<file path="src/rtl/jtcastle_romarb.sv">
// -----------------------------------------------------------------------------
// jtcastle_romarb
//
// Purpose:
//   Arbitrates the single SDRAM ROM slot between the main CPU (banked program
//   ROM) and the sound CPU. Each requester has a one-entry latch holding the
//   address tag, data byte and valid flag. A requester is answered straight
//   from its latch when its address matches the tag. Otherwise a downstream
//   fetch is issued. When both requesters need the slot at the same time,
//   they are served round-robin.
//
// Parameters:
//   MAIN_AW   main CPU ROM address width
//   SND_AW    sound CPU ROM address width
//   OUT_AW    downstream ROM address width
//   SND_BASE  downstream byte offset of the sound ROM region
//   TIMEOUT   cycles to wait for rom_ok before giving up (timeout build only)
//
// Ports:
//   clk        system clock (48 MHz)
//   rst_n      asynchronous active-low reset
//   main_cs    main CPU ROM request
//   main_addr  main CPU ROM address
//   main_data  latched data for main
//   main_ok    main_data is valid for the current main_addr
//   snd_cs     sound CPU ROM request
//   snd_addr   sound CPU ROM address
//   snd_data   latched data for sound
//   snd_ok     snd_data is valid for the current snd_addr
//   rom_cs     downstream request
//   rom_addr   downstream address, held stable for the whole grant
//   rom_data   downstream data
//   rom_ok     downstream data valid
//   rom_err    sticky timeout flag
//
// Build options:
//   JTCASTLE_ROMARB_TIMEOUT_EN
//     When this macro is defined, a grant that sees no rom_ok for TIMEOUT
//     cycles is closed with data 8'hFF, and rom_err is set. When the macro
//     is not defined, a grant waits for rom_ok indefinitely and rom_err is
//     tied to 0.
// -----------------------------------------------------------------------------
module jtcastle_romarb #(
    parameter int                MAIN_AW  = 18,
    parameter int                SND_AW   = 15,
    parameter int                OUT_AW   = 19,
    parameter logic [OUT_AW-1:0] SND_BASE = 'h40000,
    parameter int                TIMEOUT  = 255
) (
    input  logic               clk,
    input  logic               rst_n,

    input  logic               main_cs,
    input  logic [MAIN_AW-1:0] main_addr,
    output logic [7:0]         main_data,
    output logic               main_ok,

    input  logic               snd_cs,
    input  logic [SND_AW-1:0]  snd_addr,
    output logic [7:0]         snd_data,
    output logic               snd_ok,

    output logic               rom_cs,
    output logic [OUT_AW-1:0]  rom_addr,
    input  logic [7:0]         rom_data,
    input  logic               rom_ok,
    output logic               rom_err
);

    localparam logic [1:0] IDLE = 2'd0;
    localparam logic [1:0] MAIN = 2'd1;
    localparam logic [1:0] SND  = 2'd2;

    logic [1:0]         state;
    logic               first;      // first cycle of a grant: rom_ok may be stale
    logic               last_snd;   // 1 = sound was served last

    logic [MAIN_AW-1:0] main_tag;
    logic               main_vld;
    logic [SND_AW-1:0]  snd_tag;
    logic               snd_vld;

    logic               main_pend;
    logic               snd_pend;
    logic               grant_main;
    logic               grant_snd;
    logic               busy;
    logic               take;       // real capture of rom_data
    logic               tmo;        // grant abandoned after the timeout
    logic               fin;        // grant closes at this edge
    logic [7:0]         cap_data;

    // ---- latch lookup: hit/pending decode from the per-requester latches ----
    assign main_ok   = main_cs & main_vld & (main_addr == main_tag);
    assign snd_ok    = snd_cs  & snd_vld  & (snd_addr  == snd_tag);
    assign main_pend = main_cs & ~main_ok;
    assign snd_pend  = snd_cs  & ~snd_ok;

    // When both requesters are pending, main wins only if sound was served last.
    assign grant_main = (state == IDLE) & main_pend & (~snd_pend | last_snd);
    assign grant_snd  = (state == IDLE) & snd_pend  & ~grant_main;

    assign busy     = (state == MAIN) | (state == SND);
    assign take     = busy & ~first & rom_ok;
    assign fin      = take | tmo;
    // A timed-out grant is closed as if the ROM had returned 8'hFF.
    assign cap_data = take ? rom_data : 8'hFF;

`ifdef JTCASTLE_ROMARB_TIMEOUT_EN
    localparam int CW = (TIMEOUT > 255) ? $clog2(TIMEOUT + 1) : 8;

    logic [CW-1:0] wait_cnt;
    logic          err_flag;

    // The counter is cleared while idle, so it starts at zero in the first
    // grant cycle. The grant is abandoned at the edge that ends cycle TIMEOUT.
    assign tmo = busy & ~take & (wait_cnt == CW'(TIMEOUT - 1));

    always_ff @(posedge clk or negedge rst_n) begin
        if (!rst_n) begin
            wait_cnt <= '0;
            err_flag <= 1'b0;
        end else begin
            if (!busy || fin) begin
                wait_cnt <= '0;
            end else begin
                wait_cnt <= wait_cnt + 1'b1;
            end
            if (tmo) begin
                err_flag <= 1'b1;
            end
        end
    end

    assign rom_err = err_flag;
`else
    assign tmo     = 1'b0;
    assign rom_err = 1'b0;
`endif

    // ---- grant / fetch control ----
    always_ff @(posedge clk or negedge rst_n) begin
        if (!rst_n) begin
            state    <= IDLE;
            first    <= 1'b0;
            last_snd <= 1'b1;
            rom_cs   <= 1'b0;
            rom_addr <= '0;
        end else begin
            case (state)
                IDLE: begin
                    if (grant_main) begin
                        state    <= MAIN;
                        first    <= 1'b1;
                        last_snd <= 1'b0;
                        rom_cs   <= 1'b1;
                        rom_addr <= OUT_AW'(main_addr);
                    end else if (grant_snd) begin
                        state    <= SND;
                        first    <= 1'b1;
                        last_snd <= 1'b1;
                        rom_cs   <= 1'b1;
                        // Wraps modulo 2^OUT_AW.
                        rom_addr <= SND_BASE + OUT_AW'(snd_addr);
                    end
                end
                MAIN, SND: begin
                    first <= 1'b0;
                    if (fin) begin
                        // Returning through IDLE leaves one idle cycle
                        // between consecutive grants.
                        state  <= IDLE;
                        rom_cs <= 1'b0;
                    end
                end
                default: begin
                    state  <= IDLE;
                    first  <= 1'b0;
                    rom_cs <= 1'b0;
                end
            endcase
        end
    end

    // ---- per-requester latches ----
    // The tag is written when the fetch is issued, not when it completes.
    // If the CPU moves to another address during a fetch, the returned
    // byte is stored under the old tag. The tag then mismatches, and the
    // next IDLE cycle issues a new request.
    always_ff @(posedge clk or negedge rst_n) begin
        if (!rst_n) begin
            main_tag  <= '0;
            main_vld  <= 1'b0;
            main_data <= 8'h00;
        end else begin
            if (grant_main) begin
                main_tag <= main_addr;
                main_vld <= 1'b0;
            end else if (state == MAIN && fin) begin
                main_data <= cap_data;
                main_vld  <= 1'b1;
            end
        end
    end

    always_ff @(posedge clk or negedge rst_n) begin
        if (!rst_n) begin
            snd_tag  <= '0;
            snd_vld  <= 1'b0;
            snd_data <= 8'h00;
        end else begin
            if (grant_snd) begin
                snd_tag <= snd_addr;
                snd_vld <= 1'b0;
            end else if (state == SND && fin) begin
                snd_data <= cap_data;
                snd_vld  <= 1'b1;
            end
        end
    end

endmodule

</file>
<file path="config.mk">
export PLATFORM = sky130hd
export DESIGN_NAME = jtcastle_romarb
export DESIGN_NICKNAME = d
export VERILOG_FILES = /design/src/rtl/jtcastle_romarb.sv
export SDC_FILE = /design/constraint.sdc
export NUM_CORES = 1
export LEC_CHECK = 0
export ABC_AREA = 1
export BUFFER_PORTS_ARGS = -buffer_cell sky130_fd_sc_hd__buf_2
export CORE_MARGIN = 10
export CORE_UTILIZATION = 49
export DETAILED_ROUTE_END_ITERATION = 8
export PLACE_DENSITY_LB_ADDON = 0.3
export SLEW_MARGIN = 20
export SYNTH_ARGS = -nofsm -noshare
export SYNTH_HDL_FRONTEND = slang
export SYNTH_SLANG_ARGS = --single-unit
</file>
<file path="constraint.sdc">
create_clock -name clk -period 1.7 [get_ports clk]
set_input_delay 0.255 -clock clk [delete_from_list [all_inputs] [get_ports clk]]
set_output_delay 0.255 -clock clk [all_outputs]
set_load 0.02 [all_outputs]
</file>
# == After elaboration in Yosys (flattened, before gate mapping) ==
# Cells that the tools add are included.
# W data, S select, Z words.
# word_totals
regBits,75
output_inout_bits,39
# op_classes
n_eq_ne,6
mux,17
n_addsub,1
bitwise,20
n_reduce_logical,11
# op_table
op,n
$mux W19,2
$add A19 B15 Y19 const A,1
$eq A18 B18 Y1,1
$eq A15 B15 Y1,1
$and A1 B1 Y1,12
$mux W1,9
$mux W8,1
$reduce_and A2 Y1,4
$mux W2,3
$not A1 Y1,6
$reduce_bool A2 Y1,3
$pmux W2 S2,1
$ne A3 B3 Y1 const B,1
$eq A2 B1 Y1 const B,1
$eq A2 B2 Y1 const B,1
$logic_and A1 B1 Y1,2
$logic_not A2 Y1,1
$ne A2 B2 Y1 const B,1
$or A1 B1 Y1,2
$pmux W1 S2,1
$reduce_or A2 Y1,1

# == Depth between registers and ports, before layout ==
# Gate-level depths: netlist (run 1).
# logic_depth
ltp_word,12
ltp_mapped,16
depth_no_buf,14

# == Least setup slack after synthesis (run 1) ==
# OpenSTA, ideal clock, no wires.
# synth_path
kind,register to output
from,register snd_tag[5]
to,output port snd_ok
stages_incl_launch_ff,5
t_arrival_ps,1590
n_path_buf,0
path_slack_ps,-145
required_ps,1445
path_cell_list,dfrtp_1 xor2_1 nor4_1 nand2_1 nor4b_1
# synth_between
elab_chain_len,2
# synth_rtl
item,line_no,text
from (decl),80,logic [SND_AW-1:0] snd_tag;
from (signal assigned),213,snd_tag <= snd_addr;
$eq A15 B15 Y1,95,assign snd_ok = snd_cs & snd_vld & (snd_addr == snd_tag);
$and A1 B1 Y1,95,
to (decl),61,"output logic snd_ok,"
# Every way passes these cells.

# == Worst setup path after layout (run 1) ==
# layout_path
from,register snd_tag[9]
to,register rom_addr[2]
# layout_between
elab_chain_len,11
elab_cells_between_ends,13
classes_between,eq/ne: 1; mux: 1; bitwise: 9; reduce/logical: 2
# layout_rtl
item,line_no,text
$eq A15 B15 Y1 *,95,
$and A1 B1 Y1 *,95,
$not A1 Y1 *,97,assign snd_pend = snd_cs & ~snd_ok;
$and A1 B1 Y1 *,97,
$not A1 Y1,100,assign grant_main = (state == IDLE) & main_pend & (~snd_pend | last_snd);
$or A1 B1 Y1,100,
$and A1 B1 Y1,100,
$not A1 Y1 (no line),--,
$and A1 B1 Y1,101,assign grant_snd = (state == IDLE) & snd_pend & ~grant_main;
$reduce_bool A2 Y1 (no line),--,
$reduce_and A2 Y1 (no line),--,
to (signal assigned),157,rom_addr <= OUT_AW'(main_addr);
to (signal assigned),164,rom_addr <= SND_BASE + OUT_AW'(snd_addr);
to (decl),64,"output logic [OUT_AW-1:0] rom_addr,"
# Every way passes the cells marked *; elsewhere a longest branch is shown, timed or not.
# A chain may end at the register's enable or synchronous reset.

==> results of run 1 <==
==> worst reg2reg max path, cell delays in order, from the launching register on <==
cell,delay (ns)
dfrtp_1,0.45
nand2_1,0.17
nand2_1,0.11
nor2_1,0.20
nand2_1,0.11
nor2_1,0.14
nand2_2,0.13
nand3_4,0.16
nand2_8,0.10
buf_6,0.15
clkbuf_16,0.16
o21ai_2,0.16
nand2_2,0.07
nand2_1,0.09
==> per-layer routing <==
| layer | wire [um] | up-vias | share of wire (%) |
|---|---|---|---|
| met5 | 0 | - | 0 |
| met3 | 1750 | 133 | 11 |
| met4 | 1320 | 0 | 8.1 |
| met2 | 7760 | 381 | 47 |
| met1 | 5530 | 2110 | 34 |
| li1 | - | 1894 | - |
==> logic make-up (layout without fill, tap and decap cells) <==
logic type / after synthesis / after routing / share of synthesized area [%]
buf+inv: 88 / 256 / 9.85
flops: 75 / 75 / 50.0
fa+ha+maj: 3 / 3 / 0.999
xor+xnor: 9 / 9 / 2.10
other cells: 1 / 1 / 0.0998
compound gates: 68 / 68 / 9.29
simple gates: 259 / 265 / 27.7
==> placed cells by master, fill, tap and decap left out, types with 6 or more instances in the layout <==
master,n
buf_4,54
buf_6,13
buf_12,6
nand2_8,6
buf_2,80
nand2_2,61
clkbuf_16,6
nand2_4,16
o21ai_2,30
o21ai_1,29
dfrtp_1,73
clkbuf_8,10
inv_1,66
nand3_1,6
nand2_1,139
nor2_1,15
==> worst min path at each step <==
stage                             start      endpoint  slack, ns  depth (start not counted)
after detailed placement          rst_n  rom_addr[16]       0.27                          1
after global placement            rst_n  rom_addr[16]       0.26                          1
final                       rom_data[2]  main_data[2]       0.14                          3
after CTS                   rom_data[4]  main_data[4]       0.14                          3
after floorplan                   rst_n         first      -0.04                          0
after global routing      main_addr[16]  rom_addr[16]       0.16                          3
==> flip-flops by register name (all words and copies together) (netlist names), 2 cells and up <==
register   count
rom_addr      19
main_tag      18
snd_tag       15
main_data      8
snd_data       8
state          2
==> stage by stage <==
stage | TNS (ns) | instance area (um2) | setup WS [ns] | instances | util (%)
after detailed placement | -4.52 | 4700 | -0.126 | 727 | 63.7
after global placement | -2.08 | 4700 | -0.0685 | 727 | 63.7
after CTS | -2.27 | 5180 | -0.339 | 752 | 70.3
final | -34.88 | 6020 | -0.582 | 776 | 81.7
after global routing | -43.21 | 6020 | -0.698 | 776 | 81.7
after floorplan | -0.181 | 3780 | -0.0206 | 503 | -
==> power breakdown <==
part | internal, W | switching [W] | total [W]
Sequential | 0.00263 | 0.000767 | 0.00340
Clock | 0.000719 | 0.000771 | 0.00149
Combinational | 0.00252 | 0.00353 | 0.00605
Total | 0.00587 | 0.00507 | 0.0109
==> cell type report <==
type                    instances  area, um2  area share [%]
clock buffers                  10        138            2.29
clock inverters                 6       63.8            1.06
inverters                      71        279            4.64
multi-input cells             346       2160            35.8
flip-flops and latches         75       1880            31.2
well taps                      99        124            2.06
repair buffers                167       1360            22.6
repair inverters                2       17.5           0.291
==> repair_timing <==
action / 4_1_cts / 5_1_grt
pin swaps: 8 / 23
setup endpoints to repair: 71 / 77
cloned: 6 / 13
hold buffers: 1 / 0
gates resized for setup: 47 / 192
buffers inserted: 2 / 12
hold endpoints to repair: 34 / 0
==> metrics.md, run 1 <==
| Metric | Value |
|---|---|
| Chip Height | `108 um` |
| GRT overflow | `0` |
| Final slew viol count | `0` |
| Final worst slack | `-0.582 ns` |
| Area leader, netlist | `dfrtp_1` |
| Number of cells on the critical path | `13` |
| Initial antenna violation count | `0` |
| Most numerous cell on the critical path | `nand2_1` |
| Initial core utilization | `51.0%` |
| Critical Path, Cell by Cell | `nand2_1 > nand2_1 > nor2_1 > nand2_1 > nor2_1 > nand2_2 > nand3_4 > nand2_8 > buf_6 > clkbuf_16 > o21ai_2 > nand2_2 > nand2_1` |
| DR iter-0 viols | `465` |
| Worst slew margin relative to its limit | `63.7%` |
| CP Capture Point | `rom_addr[2]` |
| CTS tree | `yes` |
| Mapped cell area | `0.00376 mm2` |
| Reg2Reg Depth | `13` |
| Met3 Usage GRT | `5.63%` |
| Actual slew at the worst max-slew pin | `0.545 ns` |
| Power Total | `0.0109 W` |
| Failing checks | `setup timing` |
| Worst setup SP type | `flip-flop` |
| RR Endpoint | `rom_addr[2]` |
| Fin nets | `721` |
| Flops & latches, synth | `75` |
| Worst setup startpoint | `snd_tag[9]` |
| CTS Root Buffer Type | `clkbuf_8` |
| Power Density | `1820 mW/mm2` |
| Max Cap Viol | `0` |
| Min Tclk post-route | `2.28 ns` |
| Slowest CP cell | `dfrtp_1` |
| Routed vias/inst | `5.82` |
| GRT Total Usage | `19.8%` |
| First-pass GRT wire length | `18300 um` |
| Worst path max stage delay | `0.45 ns` |
| Worst Path Buf+Inv | `2` |
| RSZ-0062 raised after global routing | `true` |
| Mean Syn Cell Area | `7.47 um2` |
| Syn Inst Count | `503` |
| Post-synth EDFFs | `0` |
| Static leakage | `3.26 nW` |
| Syn_nets | `552` |
| I/O Buffers | `83` |
| Layout area overhead | `60.2%` |
| # DRC | `0` |
| Critical path arrival | `2.59 ns` |
| Share of post-route cells with drive strength above 1 | `47.6%` |
| Critical-path maximum fanout | `8` |
| Fmax | `438 MHz` |
| Core area | `0.00737 mm2` |
| Drt total wl | `16400 um` |
| Setup violations, final | `77` |
| Largest net degree at the start of global routing | `40` |
| Clk_skew | `0.0106 ns` |
| Clk slew on worst S/H paths | `0.09 ns` |
| Most area-consuming cells after synthesis | `dfrtp_1 (49%), nand2_1 (21%), inv_1 (6.9%)` |
| Fin Hold WS | `0.144 ns` |
| Crit-path leading delay family | `simple AND/OR/NAND/NOR gates` |
| Most frequent cell after synthesis | `nand2_1` |
| Die area | `0.0116 mm2` |
| Fillers | `390` |
| Worst R2R Setup Slack | `-0.58 ns` |
| HP Class | `input port to flip-flop` |
| Setup crit end kind | `flip-flop` |
| H-tree depth | `3` |
| CTS Buffer Depth | `2` |
| Routability cong. | `0.840` |
| Type of the worst setup path | `flip-flop to flip-flop` |
| ANT cells | `0` |
| DPL Wire Length | `7840 um` |
| FP Rows | `31` |
| Fin. Hold Viols | `0` |
| Antenna viol nets, final | `0` |
| Die X | `108 um` |
| Most frequent cells after synthesis | `nand2_1 (215), dfrtp_1 (74), inv_1 (69)` |
| GR Util met1 | `22.4%` |
| Met2 Use GR | `34.0%` |
| Synth top area share | `49.3%` |
| DR pass1 iterations | `6` |
| Avg WL per Cell | `21.1 um` |
| Worst vdd rail ir drop | `1090 uV` |
| Worst-Skew Late Latency | `0.38 ns` |
| Clock buffer count from CTS | `9` |
| Post-synthesis cell type count | `31` |
| Sequential area share after synthesis | `50.0%` |
| Period utilization | `134%` |
| Ys Warns | `0` |
| Status | `finished with violations` |
| Clk sinks | `75` |
| Vias in the first global route | `3855` |
| Async SR Flop Fraction | `100%` |
| Top_reg_cell synth | `dfrtp_1` |
| IO Pins | `85` |
| Critical R2R Launch | `snd_tag[9]` |
| Global route hottest layer | `met2` |
| Req. time, crit path | `2.01 ns` |
| Vias | `4518` |
(Power assumes the default switching activity.)
==> run 2, diff against run 1 <==
--- a/config.mk
+++ b/config.mk
@@ -5,7 +5,6 @@
 export SDC_FILE = /design/constraint.sdc
 export NUM_CORES = 1
 export LEC_CHECK = 0
-export ABC_AREA = 1
 export BUFFER_PORTS_ARGS = -buffer_cell sky130_fd_sc_hd__buf_2
 export CORE_MARGIN = 10
 export CORE_UTILIZATION = 49
==> run 2 against run 1 <==
  * The flow still finishes with violations (setup timing)
  * Design area shrank 14%
  * Global-route usage decreased by 3.0 points
  * Largest cell class unchanged
  * Clock power decreased by 19%
  * Sequential share of layout area rose by 5.2 points
==> metrics.md, run 2 <==
| Metric | Value |
|---|---|
| Mapped cell area | `0.00366 mm2 (was 0.00376 mm2)` |
| CTS Buffer Depth | `2 (unchanged)` |
| Min Tclk post-route | `2.36 ns (was 2.28 ns)` |
| Mean Syn Cell Area | `14.6 um2 (was 7.47 um2)` |
| Critical-path maximum fanout | `16 (was 8)` |
| Routed vias/inst | `5.01 (was 5.82)` |
| Worst slew margin relative to its limit | `60.8% (was 63.7%)` |
| Vias | `2530 (was 4518)` |
| Drt total wl | `9280 um (was 16400 um)` |
| Sequential area share after synthesis | `51.3% (was 50.0%)` |
| Worst-Skew Late Latency | `0.35 ns (was 0.38 ns)` |
| Setup violations, final | `76 (was 77)` |
| Routability cong. | `0.841 (was 0.840)` |
| Vias in the first global route | `2815 (was 3855)` |
| CTS tree | `yes (unchanged)` |
| Actual slew at the worst max-slew pin | `0.586 ns (was 0.545 ns)` |
| Largest net degree at the start of global routing | `36 (was 40)` |
| Crit-path leading delay family | `simple AND/OR/NAND/NOR gates (unchanged)` |
| Failing checks | `setup timing (unchanged)` |
| H-tree depth | `3 (unchanged)` |
| Syn_nets | `300 (was 552)` |
| Share of post-route cells with drive strength above 1 | `65.3% (was 47.6%)` |
| Clk_skew | `0.0125 ns (was 0.0106 ns)` |
| Ys Warns | `0 (unchanged)` |
| Max Cap Viol | `0 (unchanged)` |
| Most common cell after layout, fill and taps aside | `buf_2 (was nand2_1)` |
| Period utilization | `139% (was 134%)` |
| Synth top area share | `50.6% (was 49.3%)` |
| DR iter-0 viols | `95 (was 465)` |
| Most frequent cell after synthesis | `dfrtp_1 (was nand2_1)` |
| Die area | `0.0113 mm2 (was 0.0116 mm2)` |
| Critical R2R Launch | `snd_tag[3] (was snd_tag[9])` |
| Initial antenna violation count | `1 (was 0)` |
| Antenna viol nets, final | `0 (unchanged)` |
| Die X | `106 um (was 108 um)` |
| Worst vdd rail ir drop | `788 uV (was 1090 uV)` |
| HP Class | `input port to flip-flop (unchanged)` |
| Fin. Hold Viols | `0 (unchanged)` |
| Commonest non-fill, non-tap cells in the layout | `buf_2 (80), dfrtp_1 (74), mux2_4 (65) (was nand2_1 (139), buf_2 (80), dfrtp_1 (73))` |
| Power Density | `1780 mW/mm2 (was 1820 mW/mm2)` |
| Flops & latches, synth | `75 (unchanged)` |
| Initial core utilization | `50.5% (was 51.0%)` |
| Largest registers | `rom_addr (19), main_tag (18), snd_tag (15) (unchanged)` |
| Layout area overhead | `40.8% (was 60.2%)` |
| Setup TNS | `-42.40 ns (was -34.88 ns)` |
| Slowest CP cell | `dfrtp_1 (unchanged)` |
| Clk slew on worst S/H paths | `0.08 ns (was 0.09 ns)` |
| Critical path arrival | `2.59 ns (about the same)` |
| Avg WL per Cell | `18.4 um (was 21.1 um)` |
| Static leakage | `2.62 nW (was 3.26 nW)` |
| Post-synthesis cell type count | `31 (unchanged)` |
| Fmax | `424 MHz (was 438 MHz)` |
| Clock buffer count from CTS | `9 (unchanged)` |
| GRT overflow | `0 (unchanged)` |
| Syn Inst Count | `251 (was 503)` |
| Critical Path, Cell by Cell | `xor2_2 > nor4_2 > nand4_1 > and3b_1 > or3_4 > buf_12 > mux2_4 (was nand2_1 > nand2_1 > nor2_1 > nand2_1 > nor2_1 > nand2_2 > nand3_4 > nand2_8 > buf_6 > clkbuf_16 > o21ai_2 > nand2_2 > nand2_1)` |
| Worst path max stage delay | `0.41 ns (was 0.45 ns)` |
| Final worst slack | `-0.659 ns (was -0.582 ns)` |
| Post-synth EDFFs | `0 (unchanged)` |
| Top_reg_cell synth | `dfrtp_1 (unchanged)` |
| Worst setup startpoint | `snd_tag[3] (was snd_tag[9])` |
| Most frequent cells after synthesis | `dfrtp_1 (74), mux2_2 (46), mux2_4 (36) (was nand2_1 (215), dfrtp_1 (74), inv_1 (69))` |
| Most area-consuming cells after synthesis | `dfrtp_1 (51%), mux2_4 (15%), mux2_2 (14%) (was dfrtp_1 (49%), nand2_1 (21%), inv_1 (6.9%))` |
| Req. time, crit path | `1.93 ns (was 2.01 ns)` |
| I/O Buffers | `83 (unchanged)` |
| CTS Root Buffer Type | `clkbuf_8 (unchanged)` |
| Area leader, netlist | `dfrtp_1 (unchanged)` |
| Async SR Flop Fraction | `100% (unchanged)` |
| Status | `finished with violations (unchanged)` |
| Core area | `0.00725 mm2 (was 0.00737 mm2)` |
| RSZ-0062 raised after global routing | `true (unchanged)` |
| Clk sinks | `75 (unchanged)` |
| IO Pins | `85 (unchanged)` |
| Fin nets | `451 (was 721)` |
| Biggest register | `rom_addr (unchanged)` |
| FP Rows | `31 (unchanged)` |
| DPL Wire Length | `6670 um (was 7840 um)` |
| Setup crit end kind | `flip-flop (unchanged)` |
| # DRC | `0 (unchanged)` |
| ANT cells | `0 (unchanged)` |
| First-pass GRT wire length | `15100 um (was 18300 um)` |
| Worst setup SP type | `flip-flop (unchanged)` |
| Power Total | `0.00920 W (was 0.0109 W)` |
| Final slew viol count | `0 (unchanged)` |
| Worst Path Buf+Inv | `1 (was 2)` |
| Type of the worst setup path | `flip-flop to flip-flop (unchanged)` |
| Hold Path Origin | `rom_data[2] (unchanged)` |
| DR pass1 iterations | `4 (was 6)` |
| GRT Total Usage | `16.8% (was 19.8%)` |
| Largest register FFs | `19 (unchanged)` |
| Chip Height | `106 um (was 108 um)` |
-- run 2: path summary, 6_finish.rpt --
path | end | slack [ns] | depth (start not counted)
max in group asynchronous | snd_tag[7] | 0.79 | 3
min in group asynchronous | main_tag[14] | 0.39 | 2
min reg2reg | rom_addr[18] | 0.50 | 1
min | snd_data[2] | 0.14 | 2
max | main_tag[6] | -0.66 | 7
max reg2reg | main_tag[6] | -0.66 | 7
-- run 2: stage by stage --
| stage | util [%] | hold WS (ns) | cells | cell area (um2) | setup slack, ns |
|---|---|---|---|---|---|
| 2_1_floorplan | - | -0.0406 | 251 | 3710 | -0.429 |
| 3_3_place_gp | 63.6 | 0.222 | 480 | 4610 | -0.819 |
| 4_1_cts | 69.9 | 0.130 | 502 | 5070 | -0.641 |
| 5_1_grt | 71.1 | 0.132 | 505 | 5160 | -0.736 |
| 6_report | 71.1 | 0.142 | 505 | 5160 | -0.659 |
| 3_5_place_dp | 63.6 | 0.231 | 480 | 4610 | -0.828 |
-- run 2: routing by layer --
metal,wire (um),GRT usage [%],up-vias
met5,18,0,-
met4,149,6.19,2
met3,451,5.25,13
met2,4590,27.3,53
met1,4070,20.6,1275
li1,-,-,1187
-- run 2: worst register-to-register path, stage by stage (launching register included) --
cell and delay (ns):
dfrtp_1 0.41, xor2_2 0.16, nor4_2 0.29, nand4_1 0.21, and3b_1 0.27, or3_4 0.40, buf_12 0.19, mux2_4 0.31
-- run 2: cells by family (layout without fill, tap and decap cells) --
| kind of cell | Yosys count | after routing | synth area share [%] |
|---|---|---|---|
| other | 1 | 1 | 0.102 |
| and+or+nand+nor | 26 | 27 | 4.10 |
| xor gates and xnor gates | 33 | 33 | 7.89 |
| AOI/OAI and AO/OA | 16 | 16 | 3.01 |
| adders and majority gates | 3 | 3 | 1.03 |
| DFF | 75 | 75 | 51.3 |
| muxes | 82 | 82 | 28.9 |
| buffers and inverters | 15 | 169 | 3.69 |
-- run 2: area by class of cell --
class / instances / area, um2
clock buffer: 10 / 138
clock inverter: 5 / 30.0
fill: 508 / 2100
inverter: 5 / 18.8
multi-input combinational: 162 / 1900
sequential: 75 / 1880
tap: 99 / 124
timing repair buffer: 149 / 1060
-- run 2: power by group --
group	internal [W]	leakage, nW	total (W)	switching [W]
Clock	0.000554	0.0839	0.00121	0.000661
Combinational	0.00266	1.63	0.00475	0.00210
Sequential	0.00268	0.907	0.00323	0.000551
Total	0.00589	2.62	0.00920	0.00331
-- run 2: timing repair --
action,4_1_cts,5_1_grt
hold buffers,1,0
hold endpoints to repair,29,0
endpoints found under the setup margin,77,77
gates cloned,2,0
pin swaps,11,6
setup buffers,6,3
gates resized for setup,51,7
==> run 3, diff against run 2 <==
--- a/config.mk
+++ b/config.mk
@@ -10,6 +10,7 @@
 export CORE_UTILIZATION = 49
 export DETAILED_ROUTE_END_ITERATION = 8
 export PLACE_DENSITY_LB_ADDON = 0.3
+export SKIP_CTS_REPAIR_TIMING = 1
 export SLEW_MARGIN = 20
 export SYNTH_ARGS = -nofsm -noshare
 export SYNTH_HDL_FRONTEND = slang
==> constraint.sdc (replaced) <==
create_clock -name clk -period 2 [get_ports clk]
set_input_delay 0.2 -clock clk [delete_from_list [all_inputs] [get_ports clk]]
set_output_delay 0.2 -clock clk [all_outputs]
set_load 0.02 [all_outputs]
==> run 3 against run 2 <==
  * The flow still finishes with violations (setup timing)
  * Highest routed layer is now met4
  * Die area unchanged
  * Register-to-register slack gained 0.15 ns
  * Global-route usage decreased by 1.3 points
  * Non-clock buffer count fell by 8
  * Critical endpoint is now main_tag[12]
  * Sequential power down 15%
  * Total power down 14%
  * Clock skew is 0.00097 ns lower
  * Design area shrank 2.2%
==> metrics.md, run 3 (same netlist as run 2, synthesis figures left out) <==
| Metric | Value |
|---|---|
| Status | `finished with violations (unchanged)` |
| Failing checks | `setup timing (unchanged)` |
| Largest register FFs | `19 (unchanged)` |
| Clk slew on worst S/H paths | `0.09 ns (was 0.08 ns)` |
| Type of the worst setup path | `flip-flop to flip-flop (unchanged)` |
| Routed vias/inst | `5.12 (was 5.01)` |
| Final worst slack | `-0.513 ns (was -0.659 ns)` |
| Min Tclk post-route | `2.51 ns (was 2.36 ns)` |
| GRT Total Usage | `15.5% (was 16.8%)` |
| Critical path arrival | `2.75 ns (was 2.59 ns)` |
| I/O Buffers | `83 (unchanged)` |
| CP Capture Point | `main_tag[12] (was main_tag[6])` |
| Vias in the first global route | `2792 (was 2815)` |
| Worst setup startpoint | `snd_tag[1] (was snd_tag[3])` |
| Core area | `0.00725 mm2 (unchanged)` |
| Share of post-route cells with drive strength above 1 | `62.8% (was 65.3%)` |
| Fin area | `0.00505 mm2 (was 0.00516 mm2)` |
| Worst R2R Setup Slack | `-0.51 ns (was -0.66 ns)` |
| Initial core utilization | `50.5% (unchanged)` |
| Die X | `106 um (unchanged)` |
| Power Density | `1570 mW/mm2 (was 1780 mW/mm2)` |
| Commonest non-fill, non-tap cells in the layout | `buf_2 (80), dfrtp_1 (74), mux2_4 (67) (was buf_2 (80), dfrtp_1 (74), mux2_4 (65))` |
| Final slew viol count | `0 (unchanged)` |
| Critical-path maximum fanout | `14 (was 16)` |
| ANT cells | `0 (unchanged)` |
| Routability cong. | `0.813 (was 0.841)` |
| Req. time, crit path | `2.23 ns (was 1.93 ns)` |
| Worst setup SP type | `flip-flop (unchanged)` |
| Biggest register | `rom_addr (unchanged)` |
| Worst vdd rail ir drop | `796 uV (was 788 uV)` |
| Placement Cell Area | `0.00452 mm2 (was 0.00461 mm2)` |
| IO Pins | `85 (unchanged)` |
| Avg WL per Cell | `19.2 um (was 18.4 um)` |
| Clk_skew | `0.0115 ns (was 0.0125 ns)` |
| Clk sinks | `75 (unchanged)` |
| First-pass GRT wire length | `14100 um (was 15100 um)` |
| Clock buffer count from CTS | `9 (unchanged)` |
| Critical R2R Launch | `snd_tag[1] (was snd_tag[3])` |
| GRT overflow | `0 (unchanged)` |
| CTS Root Buffer Type | `clkbuf_8 (unchanged)` |
| Reg2Reg Depth | `8 (was 7)` |
| Actual slew at the worst max-slew pin | `0.525 ns (was 0.586 ns)` |
| CTS Buffer Depth | `2 (unchanged)` |
| Fin nets | `442 (was 451)` |
| Static leakage | `2.59 nW (was 2.62 nW)` |
| Fin. Hold Viols | `0 (unchanged)` |
| RSZ-0062 raised after global routing | `true (unchanged)` |
| Drt total wl | `9570 um (was 9280 um)` |
| Worst-Skew Late Latency | `0.35 ns (about the same)` |
| Largest registers | `rom_addr (19), main_tag (18), snd_tag (15) (unchanged)` |
| Most common cell after layout, fill and taps aside | `buf_2 (unchanged)` |
| Worst slew margin relative to its limit | `65.0% (was 60.8%)` |
| Max Cap Viol | `0 (unchanged)` |
| Setup crit end kind | `flip-flop (unchanged)` |
| DR iter-0 viols | `76 (was 95)` |
| Die area | `0.0113 mm2 (unchanged)` |
| Vias | `2546 (was 2530)` |
| Initial antenna violation count | `0 (was 1)` |
| RR Endpoint | `main_tag[12] (was main_tag[6])` |
| Antenna viol nets, final | `0 (unchanged)` |
| Period utilization | `126% (was 139%)` |
| # DRC | `0 (unchanged)` |
| H-tree depth | `3 (unchanged)` |
| DR pass1 iterations | `4 (unchanged)` |
| Layout area overhead | `37.8% (was 40.8%)` |
| CTS tree | `yes (unchanged)` |
| Chip Height | `106 um (unchanged)` |
| Largest net degree at the start of global routing | `40 (was 36)` |
| HP Class | `input port to flip-flop (unchanged)` |
| Fmax | `398 MHz (was 424 MHz)` |
| DPL Wire Length | `6460 um (was 6670 um)` |
| FP Rows | `31 (unchanged)` |
| Setup violations, final | `73 (was 76)` |
| Fin Hold WS | `0.0863 ns (was 0.142 ns)` |
==> run 3: worst min path at each step <==
stage                 from           end  slack [ns]  cells past startpoint
2_1_floorplan        rst_n         first        -0.1                      0
3_3_place_gp         rst_n   main_tag[2]        0.22                      1
3_5_place_dp         rst_n   main_tag[8]        0.21                      1
4_1_cts              rst_n   main_tag[6]       -0.16                      1
5_1_grt        rom_data[5]  main_data[5]        0.09                      2
6_report       rom_data[0]   snd_data[0]        0.09                      2
==> run 3: cell type report <==
| class | instances | area, um2 |
|---|---|---|
| fillers | 516 | 2210 |
| flip-flops and latches | 75 | 1880 |
| multi-input cells | 161 | 1840 |
| repair buffers | 141 | 970 |
| clock buffers | 10 | 128 |
| well taps | 99 | 124 |
| clock inverters | 6 | 88.8 |
| inverters | 5 | 18.8 |
==> run 3: worst max-delay path, cell delays in order (launching register included) <==
cell       delay [ns]
dfrtp_1          0.40
xor2_1           0.18
nor4_1           0.27
buf_4            0.16
nand4_1          0.19
and3b_1          0.30
or3_4            0.38
clkbuf_16        0.21
mux2_4           0.30
==> run 3: metal layers <==
metal,vias to the layer above,global-route usage (%),wire [um]
li1,1170,-,-
met3,14,5.07,548
met2,74,26.0,4860
met5,-,0,0
met4,0,6.48,197
met1,1288,17.9,3960
==> run 3: per-stage QoR <==
| stage | TNS [ns] | utilization (%) | power, W | instances | worst slack (ns) |
|---|---|---|---|---|---|
| floorplan | -5.93 | - | 0.00510 | 251 | -0.129 |
| global placement | -28.25 | 62.3 | 0.00600 | 471 | -0.489 |
| detailed placement | -28.70 | 62.3 | 0.00612 | 471 | -0.511 |
| CTS | -30.53 | 65.3 | 0.00745 | 487 | -0.538 |
| global route | -36.79 | 69.6 | 0.00835 | 497 | -0.593 |
| finish | -30.55 | 69.6 | 0.00792 | 497 | -0.513 |
==> run 3: where the power goes <==
group          internal, W  switching [W]  total [W]
clock network     0.000706       0.000601    0.00131
registers          0.00228       0.000470    0.00275
logic              0.00217        0.00170    0.00387
total              0.00515        0.00277    0.00792
